**src/rtl/mips_r_pkg.sv**
```systemverilog
// Shared definitions for MIPS R-type encoding: ALU control codes, funct
// values, opcode and instruction field positions.
package mips_r_pkg;

    typedef enum logic [2:0] {
        ALU_ADD = 3'b000,
        ALU_SUB = 3'b001,
        ALU_AND = 3'b010,
        ALU_OR  = 3'b011,
        ALU_SLT = 3'b100
    } alu_op_e;

    localparam logic [5:0] FUNCT_ADD = 6'b100000;
    localparam logic [5:0] FUNCT_SUB = 6'b100010;
    localparam logic [5:0] FUNCT_AND = 6'b100100;
    localparam logic [5:0] FUNCT_OR  = 6'b100101;
    localparam logic [5:0] FUNCT_SLT = 6'b101010;

    localparam logic [5:0] OPCODE_RTYPE = 6'b000000;

    localparam int OPC_LSB   = 26;
    localparam int RS_LSB    = 21;
    localparam int RT_LSB    = 16;
    localparam int RD_LSB    = 11;
    localparam int SHAMT_LSB = 6;
    localparam int FUNCT_LSB = 0;

    // Codes above SLT are reserved and must never reach the instruction stream.
    function automatic logic is_legal_op(input logic [2:0] op);
        return op <= ALU_SLT;
    endfunction

    function automatic logic [5:0] funct_of(input logic [2:0] op);
        logic [5:0] f;
        case (op)
            ALU_ADD: f = FUNCT_ADD;
            ALU_SUB: f = FUNCT_SUB;
            ALU_AND: f = FUNCT_AND;
            ALU_OR:  f = FUNCT_OR;
            ALU_SLT: f = FUNCT_SLT;
            default: f = 6'b000000;
        endcase
        return f;
    endfunction

endpackage

```
**src/rtl/r_instr_encoder_if.sv**
```systemverilog
// Request/response bundle between an instruction producer and the R-type
// encoder; the master issues ALU requests and consumes encoded words.
interface r_instr_encoder_if;

    logic        in_valid;
    logic        in_ready;
    logic [2:0]  in_op;
    logic [4:0]  in_rs;
    logic [4:0]  in_rt;
    logic [4:0]  in_rd;
    logic        out_valid;
    logic        out_ready;
    logic [31:0] out_instr;
    logic        err_illegal;
    logic [15:0] issued_cnt;

    modport master (
        output in_valid, in_op, in_rs, in_rt, in_rd, out_ready,
        input  in_ready, out_valid, out_instr, err_illegal, issued_cnt
    );

    modport slave (
        input  in_valid, in_op, in_rs, in_rt, in_rd, out_ready,
        output in_ready, out_valid, out_instr, err_illegal, issued_cnt
    );

endinterface

```
**src/rtl/r_instr_fifo.sv**
```systemverilog
// Power-of-two circular buffer with occupancy counter; pointers wrap
// naturally because DEPTH is a power of two.
module r_instr_fifo #(
    parameter int WIDTH = 32,
    parameter int DEPTH = 4
) (
    input  logic             clk,
    input  logic             rst,
    input  logic             push,
    input  logic             pop,
    input  logic [WIDTH-1:0] wdata,
    output logic [WIDTH-1:0] rdata,
    output logic             full,
    output logic             empty
);

    localparam int AW = $clog2(DEPTH);
    localparam logic [AW:0] FULL_CNT = (AW + 1)'(DEPTH);

    logic [WIDTH-1:0] mem [DEPTH];
    logic [AW-1:0]    wptr;
    logic [AW-1:0]    rptr;
    logic [AW:0]      count;
    logic             do_push;
    logic             do_pop;

    assign full    = (count == FULL_CNT);
    assign empty   = (count == '0);
    assign do_push = push && !full;
    assign do_pop  = pop && !empty;
    assign rdata   = mem[rptr];

    always_ff @(posedge clk) begin
        if (do_push) begin
            mem[wptr] <= wdata;
        end
    end

    always_ff @(posedge clk or posedge rst) begin
        if (rst) begin
            wptr  <= '0;
            rptr  <= '0;
            count <= '0;
        end else begin
            if (do_push) begin
                wptr <= wptr + 1'b1;
            end
            if (do_pop) begin
                rptr <= rptr + 1'b1;
            end
            // A simultaneous push and pop leaves occupancy unchanged.
            case ({do_push, do_pop})
                2'b10:   count <= count + 1'b1;
                2'b01:   count <= count - 1'b1;
                default: count <= count;
            endcase
        end
    end

endmodule

```
**src/rtl/r_instr_encoder.sv**
```systemverilog
// Encodes ALU requests into MIPS R-type words, buffers them in a FIFO and
// counts words consumed downstream; illegal codes are flagged and dropped.
module r_instr_encoder
    import mips_r_pkg::*;
#(
    parameter int DEPTH = 4
) (
    input  logic                clk,
    input  logic                rst,
    r_instr_encoder_if.slave    bus
);

    logic        accept;
    logic        legal;
    logic        push;
    logic        pop;
    logic        full;
    logic        empty;
    logic [31:0] word;
    logic [31:0] head;

    assign legal  = is_legal_op(bus.in_op);
    assign accept = bus.in_valid && bus.in_ready;
    assign push   = accept && legal;
    assign pop    = bus.out_valid && bus.out_ready;

    always_comb begin
        word                      = '0;
        word[OPC_LSB +: 6]        = OPCODE_RTYPE;
        word[RS_LSB +: 5]         = bus.in_rs;
        word[RT_LSB +: 5]         = bus.in_rt;
        word[RD_LSB +: 5]         = bus.in_rd;
        word[SHAMT_LSB +: 5]      = 5'b00000;
        word[FUNCT_LSB +: 6]      = funct_of(bus.in_op);
    end

    r_instr_fifo #(
        .WIDTH (32),
        .DEPTH (DEPTH)
    ) u_fifo (
        .clk   (clk),
        .rst   (rst),
        .push  (push),
        .pop   (pop),
        .wdata (word),
        .rdata (head),
        .full  (full),
        .empty (empty)
    );

    // Empty FIFO shows zero so a reset or drain never exposes stale storage.
    assign bus.in_ready  = !full;
    assign bus.out_valid = !empty;
    assign bus.out_instr = empty ? 32'd0 : head;

    always_ff @(posedge clk or posedge rst) begin
        if (rst) begin
            bus.err_illegal <= 1'b0;
            bus.issued_cnt  <= 16'd0;
        end else begin
            bus.err_illegal <= accept && !legal;
            if (pop) begin
                bus.issued_cnt <= bus.issued_cnt + 16'd1;
            end
        end
    end

endmodule
```
**src/flat_wrapper.sv**
```systemverilog
// flat-port wrapper written by rule: the top's interface ports become plain ports
module r_instr_encoder_flat import mips_r_pkg::*;
#(
    parameter int DEPTH = 4
)
  (clk, rst, bus_in_valid, bus_in_op, bus_in_rs, bus_in_rt, bus_in_rd, bus_out_ready, bus_in_ready, bus_out_valid, bus_out_instr, bus_err_illegal, bus_issued_cnt);
  r_instr_encoder_if bus_i ();
  input  logic clk;
  input  logic rst;
  input wire logic [$bits(bus_i.in_valid)-1:0] bus_in_valid;
  input wire logic [$bits(bus_i.in_op)-1:0] bus_in_op;
  input wire logic [$bits(bus_i.in_rs)-1:0] bus_in_rs;
  input wire logic [$bits(bus_i.in_rt)-1:0] bus_in_rt;
  input wire logic [$bits(bus_i.in_rd)-1:0] bus_in_rd;
  input wire logic [$bits(bus_i.out_ready)-1:0] bus_out_ready;
  output wire logic [$bits(bus_i.in_ready)-1:0] bus_in_ready;
  output wire logic [$bits(bus_i.out_valid)-1:0] bus_out_valid;
  output wire logic [$bits(bus_i.out_instr)-1:0] bus_out_instr;
  output wire logic [$bits(bus_i.err_illegal)-1:0] bus_err_illegal;
  output wire logic [$bits(bus_i.issued_cnt)-1:0] bus_issued_cnt;
  assign bus_i.in_valid = bus_in_valid;
  assign bus_i.in_op = bus_in_op;
  assign bus_i.in_rs = bus_in_rs;
  assign bus_i.in_rt = bus_in_rt;
  assign bus_i.in_rd = bus_in_rd;
  assign bus_i.out_ready = bus_out_ready;
  assign bus_in_ready = bus_i.in_ready;
  assign bus_out_valid = bus_i.out_valid;
  assign bus_out_instr = bus_i.out_instr;
  assign bus_err_illegal = bus_i.err_illegal;
  assign bus_issued_cnt = bus_i.issued_cnt;
  r_instr_encoder #(.DEPTH(DEPTH)) u_core (.clk(clk), .rst(rst), .bus(bus_i));
endmodule
```
**config.mk**
```make
export PLATFORM = sky130hd
export DESIGN_NAME = r_instr_encoder_flat
export DESIGN_NICKNAME = d
export VERILOG_FILES = /design/src/rtl/mips_r_pkg.sv /design/src/rtl/r_instr_encoder_if.sv /design/src/rtl/r_instr_fifo.sv /design/src/rtl/r_instr_encoder.sv /design/src/flat_wrapper.sv
export SDC_FILE = /design/constraint.sdc
export NUM_CORES = 1
export LEC_CHECK = 0
export BUFFER_PORTS_ARGS = -buffer_cell sky130_fd_sc_hd__buf_2
export CAP_MARGIN = 20
export CORE_MARGIN = 5
export CORE_UTILIZATION = 30
export CTS_BUF_LIST = sky130_fd_sc_hd__clkbuf_8 sky130_fd_sc_hd__clkbuf_16
export DETAILED_ROUTE_END_ITERATION = 8
export GPL_TIMING_DRIVEN = 0
export PLACE_DENSITY = 0.51
export SKIP_LAST_GASP = 1
export SLEW_MARGIN = 20
export SYNTH_ARGS = -nofsm -noshare
export SYNTH_HDL_FRONTEND = slang
export SYNTH_SLANG_ARGS = --single-unit
```
**constraint.sdc**
```tcl
create_clock -name clk -period 2.4 [get_ports clk]
set_clock_uncertainty 0.1 [all_clocks]
set_input_delay 0.36 -clock clk [delete_from_list [all_inputs] [get_ports clk]]
set_output_delay 0.36 -clock clk [all_outputs]
set_load 0.05 [all_outputs]
```
# Yosys cells after proc, flatten, opt, wreduce, memory -nomap -nowiden
# Memory sizes are Yosys's and may differ from the RTL's.
# Index checks and enable logic that the tools add are counted.
[op_classes]
add_sub_neg = 5
magnitude_cmp = 1
reduce_logical = 12
n_eq_ne = 7
n_mux = 5
[op_table]
columns = ["op", "count"]
rows = [
  ["$mux 32", 1],
  ["$pmux 6 s5", 1],
  ["$add 16x1->16 const B", 1],
  ["$eq 3x2->1 const B", 2],
  ["$eq 3x3->1 const B", 2],
  ["$logic_and 1x1->1", 6],
  ["$logic_not 3->1", 2],
  ["$pmux 3 s2", 1],
  ["$add 2x1->2 const B", 2],
  ["$add 3x1->3 const B", 1],
  ["$eq 3x1->1 const B", 1],
  ["$le 3x3->1 const B", 1],
  ["$logic_not 1->1", 3],
  ["$sub 3x1->3 const B", 1],
  ["$eq 2x1->1 const B", 1],
  ["$eq 2x2->1 const B", 1],
  ["$mux 1", 2],
  ["$reduce_bool 2->1", 1],
]
[totals]
reg_bits = 24
output_inout_bits = 51
ram_bits = 84
n_memories = 1
inputBits = 22
[memory_table]
columns = ["name", "depth", "word_bits", "rd", "rd_ports_with_merged_regs", "wr", "line", "text"]
rows = [
  ["u_core.u_fifo.mem", 4, 21, 1, 0, 1, "r_instr_fifo.sv:20", "logic [WIDTH-1:0] mem [DEPTH];"],
]

# Depth between registers and ports, before layout
# Gate-level depths: netlist of the first run.
[depth]
depth_word = 7
mapped_depth = 11

# Hierarchy
# A second synthesis of the first run with hierarchy kept.
[hier_totals]
cells_unflattened = 314
hier_area_um2 = 6179.7
[by_module_without_submodules]
columns = ["mod", "area_per_inst_um2", "cells_each", "n_inst", "seq_area_each_um2"]
rows = [
  ["r_instr_fifo", 5094.9, 206, 1, 4018.9],
  ["r_instr_encoder", 1084.8, 108, 1, 425.4],
]

# Least setup slack after synthesis of the first run
# No wires, ideal clock.
[synth_path]
path_kind = "register -> register"
start = "register u_core.u_fifo.count[0]"
end = "register u_core.u_fifo.count[2]"
stages_incl_launch_ff = 12
path_slack_ps = -253
period_less_slack_ps = 2653
path_buffers = 1
arrival_time_ps = 2474
cell_sequence = "dfrtp_1 inv_1 nand3_1 and3_1 buf_2 inv_1 ha_1 inv_1 fa_1 xor2_1 nor2_1 xor2_1"
[synth_via]
elab_chain_len = 7
[synth_rtl]
columns = ["item", "line", "text"]
rows = [
  ["start: declaration", "r_instr_fifo.sv:23", "logic [AW:0] count;"],
  ["start signal: assignment", "r_instr_fifo.sv:53", "2'b10: count <= count + 1'b1;"],
  ["start signal: assignment", "r_instr_fifo.sv:54", "2'b01: count <= count - 1'b1;"],
  ["start signal: assignment", "r_instr_fifo.sv:55", "default: count <= count;"],
  ["$eq 3x3->1 *", "r_instr_fifo.sv:27", "assign full = (count == FULL_CNT);"],
  ["$logic_not 1->1 *", "r_instr_encoder.sv:52", "assign bus.in_ready = !full;"],
  ["via bus_in_ready", "flat_wrapper.sv:16", "output wire logic [$bits(bus_i.in_ready)-1:0] bus_in_ready;"],
  ["$logic_and 1x1->1", "r_instr_encoder.sv:23", "assign accept = bus.in_valid && bus.in_ready;"],
  ["$logic_and 1x1->1", "r_instr_encoder.sv:24", "assign push = accept && legal;"],
  ["$logic_and 1x1->1 *", "r_instr_fifo.sv:29", "assign do_push = push && !full;"],
  ["$eq 2x1->1 or $eq 2x2->1 (tied branches)", "r_instr_fifo.sv:52", "case ({do_push, do_pop})"],
  ["$pmux 3 s2 or $reduce_bool 2->1 (tied branches)", "--", ""],
]
# The timed path passes the listed nets; every way through them passes the cells marked *.
# A chain may end at the register's enable or synchronous reset.

# Worst setup path after layout of the first run
[layout_path]
start = "register u_core.u_fifo.rptr[0]"
end = "output port bus_out_instr[1]"
[layout_via]
elab_chain_len = 2
[layout_rtl]
columns = ["item", "line", "text"]
rows = [
  ["start: declaration", "r_instr_fifo.sv:22", "logic [AW-1:0] rptr;"],
  ["start signal: assignment", "r_instr_fifo.sv:49", "rptr <= rptr + 1'b1;"],
  ["$mem_v2 4x21", "--", ""],
  ["$mux 32", "r_instr_encoder.sv:54", "assign bus.out_instr = empty ? 32'd0 : head;"],
  ["end: declaration", "flat_wrapper.sv:18", "output wire logic [$bits(bus_i.out_instr)-1:0] bus_out_instr;"],
]
# Every way passes these cells.

==> results of run 1 <==
power breakdown:
| part | leakage, nW | switching [mW] | total, mW | internal (mW) |
|---|---|---|---|---|
| Clock | 0.149 | 0.630 | 1.44 | 0.811 |
| Sequential | 1.03 | 0.203 | 2.46 | 2.26 |
| Combinational | 0.856 | 1.99 | 2.94 | 0.949 |
| Total | 2.04 | 2.82 | 6.84 | 4.02 |
registers in the layout, summed over array words and instances (netlist names):
name                    count
u_core.u_fifo.count         3
u_core.u_fifo.rptr          2
u_core.u_fifo.wptr          2
u_core.u_fifo.mem          80
u_core.bus.err_illegal      1
u_core.bus.issued_cnt      16
path summary, 6_finish.rpt:
path | end | slack (ps) | cells past startpoint
worst max-delay path | bus_out_instr[1] | 110 | 4
worst min-delay path | u_core.bus.issued_cnt[14] | 120 | 2
worst max register to register | u_core.u_fifo.count[2] | 160 | 11
worst min register to register | u_core.bus.issued_cnt[15] | 380 | 1
max in group asynchronous | u_core.u_fifo.rptr[0] | 1460 | 2
min in group clk | u_core.u_fifo.mem[0][7] | 130 | 1
stage by stage:
stage / setup TNS (ps) / std cells / util, % / hold slack [ps]
2_1_floorplan: 0 / 260 / - / 274.6
3_3_place_gp: -34590 / 500 / 35.04 / 360.3
3_5_place_dp: -12090 / 500 / 35.07 / 371.4
4_1_cts: 0 / 516 / 37.27 / 117.5
5_1_grt: -2.439 / 520 / 37.58 / 115.8
6_report: 0 / 520 / 37.58 / 115.7
worst register-to-register path, delay by kind of cell, from the launching register on:
kind,cells,cell delay [ps]
buffers and inverters,4,400
AND/OR/NAND/NOR,3,360
adder cells (fa/ha/maj),2,550
XOR/XNOR,2,310
flip-flops,1,450
cell families after synthesis:
| family | share of synthesized area, % |
|---|---|
| fa+ha+maj | 2.200 |
| flops | 69.46 |
| compound gates | 0.6077 |
| mux | 10.91 |
| buf+inv | 3.791 |
| xor+xnor | 4.457 |
| simple gates | 8.481 |
| other cells | 0.08675 |
metal layers:
metal	GRT usage [%]	up-vias	wire, um	share of wire (%)
met1	12.02	1120	3492	44
met3	4.339	8	598	7.5
met2	15.60	68	3759	47
met4	2.017	0	72	0.91
li1	-	1059	-	-
met5	0	-	0	0
area by class of cell:
class | instances | area [sq um]
buffer | 19 | 145.1
timing repair buffer | 64 | 330.3
tap | 180 | 225.2
clock inverter | 7 | 68.82
sequential | 104 | 3004
multi-input combinational | 127 | 1220
clock buffer | 9 | 225.2
inverter | 10 | 37.54
fill | 1358 | 8732
layout by cell type (no fill, tap or decap), drive strengths merged, types with 6 or more instances in the layout:
cell type  instances
ha                 6
conb              12
buf               80
mux4              20
dfrtp             24
clkbuf            12
nand2             12
nor2b             21
xnor2             17
inv               14
edfxtp            80
nor2               6
nand3              8
what timing repair did:
action | CTS | global route
pin swaps | 0 | 1
endpoints found under the hold margin | 0 | 0
endpoints found under the setup margin | 40 | 11
setup buffers | 0 | 4
hold buffers | 0 | 0
resized for setup | 7 | 5
==> results.toml, run 1 <==
[floorplan]
die_h_um = 130.0
die_w_um = 130.0
initial_core_util_pct = 30.90
die_area_sq_um = 16910
ios = 73
core_sq_um = 13990
rows = 43

[sta]
timing.fmax_mhz = 436.3
hold_viol_final = 0
setup_viol = 0
setup_ws_ps = 108.0
finalCriticalPeriod_ps = 2292
post-route-period-util_pct = 95.50
drv_slew = 0
relSlewSlack_pct = 38.89
tightest_slew_ps = 915.6

[worst_setup_path]
slowest_stage = "mux4_2"
worstSetupEndpointType = "primary output"
cp_max_fo = 10
crit_family = "multiplexers"
worstPathArrival_ps = 1830
cp-start-kind = "register"
slowest_delay_ps = 520
worstPathCellList = "buf_8, mux4_2, nor2b_1, buf_2"
crit_type = "register to primary output"
cp-startpoint = "u_core.u_fifo.rptr[0]"
reg2reg_from = "u_core.u_fifo.count[0]"
worstPathRequired_ps = 1940
cp.buffers_inverters = 2

[placement]
place_ws_ps = -425.2
placed_cell_area_sq_um = 4906
dpl.hpwl_mm = 5.272
portBuffers = 60
gp_congestion = 0.7388

[drt]
drt_iter0_markers = 88
viasPerCell = 4.337
ant_nets = 0
vias = 2255
first_pass_iters = 4
wl_mm = 7.921
drc = 0
wl_per_cell_um = 15.23

[logic_synthesis]
synth_warnings = 0
synth_commonest_cells = "80 x edfxtp_1, 24 x dfrtp_1, 21 x nor2b_1"
yosysMostFrequentCell = "edfxtp_1"
ys_ff_latch = 104
avgSynthCellArea_sq_um = 17.36
synthArstFlopShare_pct = 23.08
synthCells = 249
yosysSeqAreaShare_pct = 69.46
yosys.area.top_type_share_pct = 55.57
synth-main-ff-cell = "edfxtp_1"
synth_area_leader_cell = "edfxtp_1"
synth_area_leaders = "edfxtp_1 56%, dfrtp_1 14%, mux4_2 10%"
ys_types = 30
syn_area_sq_um = 4323
synth-edff-count = 80

[layout]
syn_to_final_growth_pct = 21.59
drive_gt1_share_pct = 39.12
diodes = 0
final_nets = 364
final_area_sq_um = 5256

[global_route]
grt_first_pass_wirelength_mm = 12.30
grt_max_degree = 25
track_usage_pct = 9.643
grt_remaining_overflow = 0
grt_pass1_vias = 2327
grt_antenna_before_repair = 0

[pwr]
p_per_area_nw_per_um2 = 1302
power_mw = 6.841
ir_drop_mv = 0.6774
power.leakage_nw = 2.039

[clocking]
clk_path_buf_depth = 2
cts_made_buffers = 9
root_buffer = "clkbuf_16"
clock_latency_ps = 340
clk_pin_slew_ps = 70
cts.sinks = 104
cts-htree-levels = 3
cts_tree = "built"

[min_path]
hp-class = "input pin to async pin"

[job]
drv_cap = 0

[status]
outcome = "finished, final reports clean"
No activity file was read; power rests on OpenSTA's default activity.
==> run 2, diff against run 1 <==
--- a/config.mk
+++ b/config.mk
@@ -12,6 +12,7 @@
 export CTS_BUF_LIST = sky130_fd_sc_hd__clkbuf_8 sky130_fd_sc_hd__clkbuf_16
 export DETAILED_ROUTE_END_ITERATION = 8
 export GPL_TIMING_DRIVEN = 0
+export MAX_ROUTING_LAYER = met4
 export PLACE_DENSITY = 0.51
 export SKIP_LAST_GASP = 1
 export SLEW_MARGIN = 20
==> run 2 against run 1 <==
  * Sequential share of layout area is 0.054 points higher
  * Wire length hardly changed
  * Global-route usage grew 0.27 points
  * Clock power about the same
  * Register-to-register slack lost 20 ps
  * Cell area hardly changed
  * Setup slack got worse by 19 ps
  * First-iteration DRC count is 22% higher
  * Critical path depth stayed put
==> results.toml, run 2 (synthesized netlist as in run 1, its figures left out) <==
[status]
outcome = "finished, final reports clean"

[drt]
viasPerCell = 4.319
wl_per_cell_um = 15.23
wl_met2_mm = 3.756
maxUsedRoutingLayer = "met4"
met1_length_mm = 3.588
met3_wirelength_um = 502
wl_mm = 7.919
ant_nets = 0
vias = 2246
drc = 0
first_pass_iters = 4
drt_iter0_markers = 107

[layout]
mostFrequentLayoutCells = "80 x edfxtp_1, 63 x buf_2, 23 x dfrtp_1, 21 x nor2b_1, 20 x mux4_2"
drive_gt1_share_pct = 38.53
mostFrequentLayoutCell = "edfxtp_1"
final_nets = 364
syn_to_final_growth_pct = 21.48
top_regs = "u_core.u_fifo.mem x80, u_core.bus.issued_cnt x16, u_core.u_fifo.count x3"
max_flop_register = "u_core.u_fifo.mem"
diodes = 0
fill_cells = 1358
largest_reg_flops = 80

[clocking]
cts_tree = "built"
clk_path_buf_depth = 2
clk_pin_slew_ps = 70
cts-htree-levels = 3
cts.sinks = 104
root_buffer = "clkbuf_16"
clock_latency_ps = 340
cts_made_buffers = 9

[floorplan]
core_sq_um = 13990
die_w_um = 130.0
initial_core_util_pct = 30.90
die_h_um = 130.0
die_area_sq_um = 16910
rows = 43
ios = 73

[worst_setup_path]
ff2ff_setup_slack_ps = 140
cp-start-kind = "register"
worstPathRequired_ps = 1940
worstPathCellList = "nor3_1, clkbuf_2, nor2b_1, buf_2"
slowest_stage = "dfrtp_1"
slowest_delay_ps = 450
crit_type = "register to primary output"
worstPathArrival_ps = 1850
cp-startpoint = "u_core.u_fifo.count[0]"
worstSetupEndpointType = "primary output"
r2r-end = "u_core.u_fifo.count[2]"
cp.buffers_inverters = 2
crit_family = "buffers and inverters"
crit_path_end = "bus_out_instr[0]"
cp_max_fo = 10
r2r_cells = 11
cp.depth = 4
reg2reg_from = "u_core.u_fifo.count[1]"

[pwr]
ir_drop_mv = 0.6802
p_per_area_nw_per_um2 = 1302
power_mw = 6.836
power.leakage_nw = 2.040

[global_route]
grt_pass1_vias = 2328
grt_max_degree = 25
track_usage_pct = 9.910
grt_first_pass_wirelength_mm = 12.30
grt_antenna_before_repair = 0
grt_remaining_overflow = 0

[sta]
finalCriticalPeriod_ps = 2311
setup_viol = 0
hold_viol_final = 0
relSlewSlack_pct = 38.78
timing.fmax_mhz = 432.7
rsz0062_at_grt = "yes"
tightest_slew_ps = 917.3
post-route-period-util_pct = 96.30
hold_slack_ps = 116.5
drv_slew = 0

[placement]
dpl.hpwl_mm = 5.272
portBuffers = 60
gp_congestion = 0.7480

[job]
drv_cap = 0

[min_path]
hp-class = "input pin to async pin"
run 2: changes by cell type in the layout (fill, tap and decap cells not counted):
| cell | change |
|---|---|
| nor3_2 | -1 |
| clkbuf_2 | -1 |
| buf_2 | +1 |
| nor3_1 | +1 |
| inv_1 | +1 |
| inv_2 | -1 |
run 2: per-layer routing:
layer  track usage [%]  vias to the layer above
met4             2.200                        0
met2             15.60                       66
met3             3.766                        8
met5                 -                        -
li1                  -                     1058
met1             12.23                     1114
run 2: how the worst min path moves through the flow:
stage                                          from                   endpoint  slack [ps]  depth (start not counted)
final                                           rst  u_core.bus.issued_cnt[14]         120                          2
after global placement    u_core.bus.issued_cnt[15]  u_core.bus.issued_cnt[15]         360                          1
after detailed placement  u_core.bus.issued_cnt[15]  u_core.bus.issued_cnt[15]         370                          1
after global routing                   bus_in_rt[4]   u_core.u_fifo.mem[0][15]         120                          1
after CTS                              bus_in_rt[4]   u_core.u_fifo.mem[0][15]         120                          1
after floorplan                                 rst     u_core.bus.err_illegal         270                          1
run 2: stage by stage:
| step | util (%) | setup slack [ps] | instance area (sq um) | setup TNS (ps) | cells |
|---|---|---|---|---|---|
| floorplan | - | 88.92 | 4377 | 0 | 260 |
| global placement | 35.04 | -456.5 | 4902 | -34590 | 500 |
| detailed placement | 35.07 | -425.2 | 4906 | -12090 | 500 |
| CTS | 37.27 | 13.21 | 5214 | 0 | 516 |
| global route | 37.54 | -5.192 | 5251 | -10.65 | 520 |
| finish | 37.54 | 88.78 | 5251 | 0 | 520 |
run 2: worst register-to-register path: cells and delay by family (launching register included):
kind	cells	cell delay (ps)
xor+xnor	2	310
buf+inv	4	450
flops	1	420
simple gates	3	380
fa+ha+maj	2	550
run 2: repair_timing:
action	in CTS	in global routing
pin swaps	0	1
hold buffers	0	0
endpoints found under the setup margin	40	11
buffers inserted	0	4
gates resized for setup	7	4
run 2: power breakdown:
group	total [mW]	switching, mW	internal (mW)
Combinational	2.94	1.99	0.947
Sequential	2.46	0.197	2.26
Clock	1.44	0.631	0.811
run 2: layout make-up:
cell class | instances | area, sq um | share of cell area (%)
clock buffer | 9 | 225.2 | 4.289
multi-input combinational | 127 | 1215 | 23.14
timing repair buffer | 64 | 330.3 | 6.290
buffer | 19 | 145.1 | 2.764
inverter | 10 | 37.54 | 0.7148
sequential | 104 | 3004 | 57.21
clock inverter | 7 | 68.82 | 1.310
tap | 180 | 225.2 | 4.289
==> run 3, diff against run 2 <==
--- a/config.mk
+++ b/config.mk
@@ -5,15 +5,15 @@
 export SDC_FILE = /design/constraint.sdc
 export NUM_CORES = 1
 export LEC_CHECK = 0
-export BUFFER_PORTS_ARGS = -buffer_cell sky130_fd_sc_hd__buf_2
 export CAP_MARGIN = 20
 export CORE_MARGIN = 5
 export CORE_UTILIZATION = 30
 export CTS_BUF_LIST = sky130_fd_sc_hd__clkbuf_8 sky130_fd_sc_hd__clkbuf_16
 export DETAILED_ROUTE_END_ITERATION = 8
+export DONT_BUFFER_PORTS = 1
 export GPL_TIMING_DRIVEN = 0
 export MAX_ROUTING_LAYER = met4
-export PLACE_DENSITY = 0.51
+export PLACE_DENSITY = 0.47
 export SKIP_LAST_GASP = 1
 export SLEW_MARGIN = 20
 export SYNTH_ARGS = -nofsm -noshare
==> run 3 against run 2 <==
  * Cell area is 2.7% lower
  * Count of clock-buffer cells in the layout did not move
  * Sequential cell count stayed put
  * Critical endpoint is now u_core.u_fifo.count[2]
  * Wire length is 3.9% higher
  * Sequential share of layout area rose by 1.6 points
  * Via count shrank 6.0%
  * Highest routed layer unchanged
  * Die area did not move
  * Largest cell class unchanged
  * Core utilization decreased by 1.0 points
  * Global-route usage increased by 0.52 points
==> results.toml, run 3 (synthesized netlist as in run 1, its figures left out) <==
[placement]
place_inst = 440
gp_congestion = 0.7122
dpl.hpwl_mm = 5.286
portBuffers = 0

[status]
outcome = "finished, final reports clean"

[floorplan]
ios = 73
rows = 43
die_h_um = 130.0
die_area_sq_um = 16910
core_sq_um = 13990
initial_core_util_pct = 30.90
die_w_um = 130.0

[layout]
largest_reg_flops = 80
multi_input_area_sq_um = 1277
regArea_sq_um = 3007
mostFrequentLayoutCells = "80 x edfxtp_1, 21 x dfrtp_1, 20 x mux4_2, 20 x nor2b_2, 17 x xnor2_1"
drive_gt1_share_pct = 31.72
syn_to_final_growth_pct = 18.18
fill_cells = 1339
top_regs = "u_core.u_fifo.mem x80, u_core.bus.issued_cnt x16, u_core.u_fifo.count x3"
fin_util_pct = 36.52
mostFrequentLayoutCell = "edfxtp_1"
final_nets = 315
max_flop_register = "u_core.u_fifo.mem"
diodes = 0
fin_cells = 470

[drt]
first_pass_iters = 4
wl_mm = 8.231
ant_nets = 0
drt_iter0_markers = 77
viasPerCell = 4.491
vias = 2111
wl_per_cell_um = 17.51
drc = 0

[sta]
setup_viol = 0
relSlewSlack_pct = 38.07
finalCriticalPeriod_ps = 2308
rsz0062_at_grt = "yes"
tightest_slew_ps = 927.9
timing.fmax_mhz = 433.3
hold_slack_ps = 5.704
hold_viol_final = 0
drv_slew = 0
post-route-period-util_pct = 96.15

[pwr]
power.leakage_nw = 1.829
p_per_area_nw_per_um2 = 1284
ir_drop_mv = 0.4169
power_mw = 6.560

[clocking]
cts_made_buffers = 9
clk_path_buf_depth = 2
clock_latency_ps = 340
cts_tree = "built"
clk_pin_slew_ps = 70
root_buffer = "clkbuf_16"
cts.sinks = 104
cts-htree-levels = 3

[global_route]
grt_antenna_before_repair = 0
grt_first_pass_wirelength_mm = 12.74
track_usage_pct = 10.43
grt_remaining_overflow = 0
grt_pass1_vias = 2269
grt_max_degree = 25

[worst_setup_path]
worstPathArrival_ps = 2430
worstPathRequired_ps = 2520
crit_type = "register to register"
cp_max_fo = 10
worstSetupEndpointType = "register"
cp-start-kind = "register"

[min_path]
hp-class = "input pin to async pin"

[job]
drv_cap = 0
## run 3: power by group
part | leakage (nW) | internal [mW] | switching (mW)
Clock | 0.134 | 0.695 | 0.635
Sequential | 1.03 | 2.26 | 0.419
Combinational | 0.662 | 0.797 | 1.75
Total | 1.83 | 3.75 | 2.81
## run 3: layout make-up
class / instances / share of cell area (%)
flip-flops and latches: 104 / 58.85
multi-input cells: 127 / 25.01
clock buffers: 9 / 4.409
well taps: 180 / 4.409
repair buffers: 16 / 3.086
plain buffers: 18 / 2.645
inverters: 10 / 0.8327
clock inverters: 6 / 0.7592
## run 3: through the flow
stage               setup WS, ps  instance area [sq um]  TNS, ps
finish                     92.33                   5109        0
global route              -43.76                   5109   -62.96
CTS                       -6.874                   5086   -31.76
detailed placement        -114.2                   4607   -983.2
global placement          -369.0                   4602   -28900
floorplan                  88.92                   4377        0
## run 3: path summary, 6_finish.rpt
check | startpoint | end | slack, ps | cells after the start
setup / recovery | u_core.u_fifo.count[1] | u_core.u_fifo.count[2] | 90 | 9
hold / removal | rst | u_core.bus.issued_cnt[11] | 6 | 1
setup reg to reg | u_core.u_fifo.count[1] | u_core.u_fifo.count[2] | 90 | 9
hold reg to reg | u_core.u_fifo.wptr[1] | u_core.u_fifo.wptr[1] | 460 | 1
max in group asynchronous | rst | u_core.u_fifo.count[0] | 1560 | 1
min in group clk | bus_in_valid | u_core.bus.err_illegal | 20 | 2
## run 3: worst max-delay path, cell delays in order (launching register included)
cell and delay (ps):
dfrtp_2 440, buf_4 150, o31ai_4 530, inv_2 160, ha_2 230, inv_1 60
fa_1 170, xor2_1 140, nor2_1 70, xor2_1 140
## run 3: what timing repair did
action | CTS | global route
buffers inserted | 0 | 1
gates cloned | 0 | 0
hold buffers | 15 | 0
gates resized for setup | 29 | 8
endpoints found under the hold margin | 60 | 0
endpoints found under the setup margin | 22 | 21
pin swaps | 2 | 4
## run 3: routing by layer
metal / global-route usage (%) / up-vias / part of all wire (%)
li1: - / 967 / -
met1: 12.74 / 1066 / 44
met2: 15.54 / 68 / 46
met3: 4.462 / 10 / 8.8
met4: 3.667 / 0 / 1.5
met5: - / - / 0
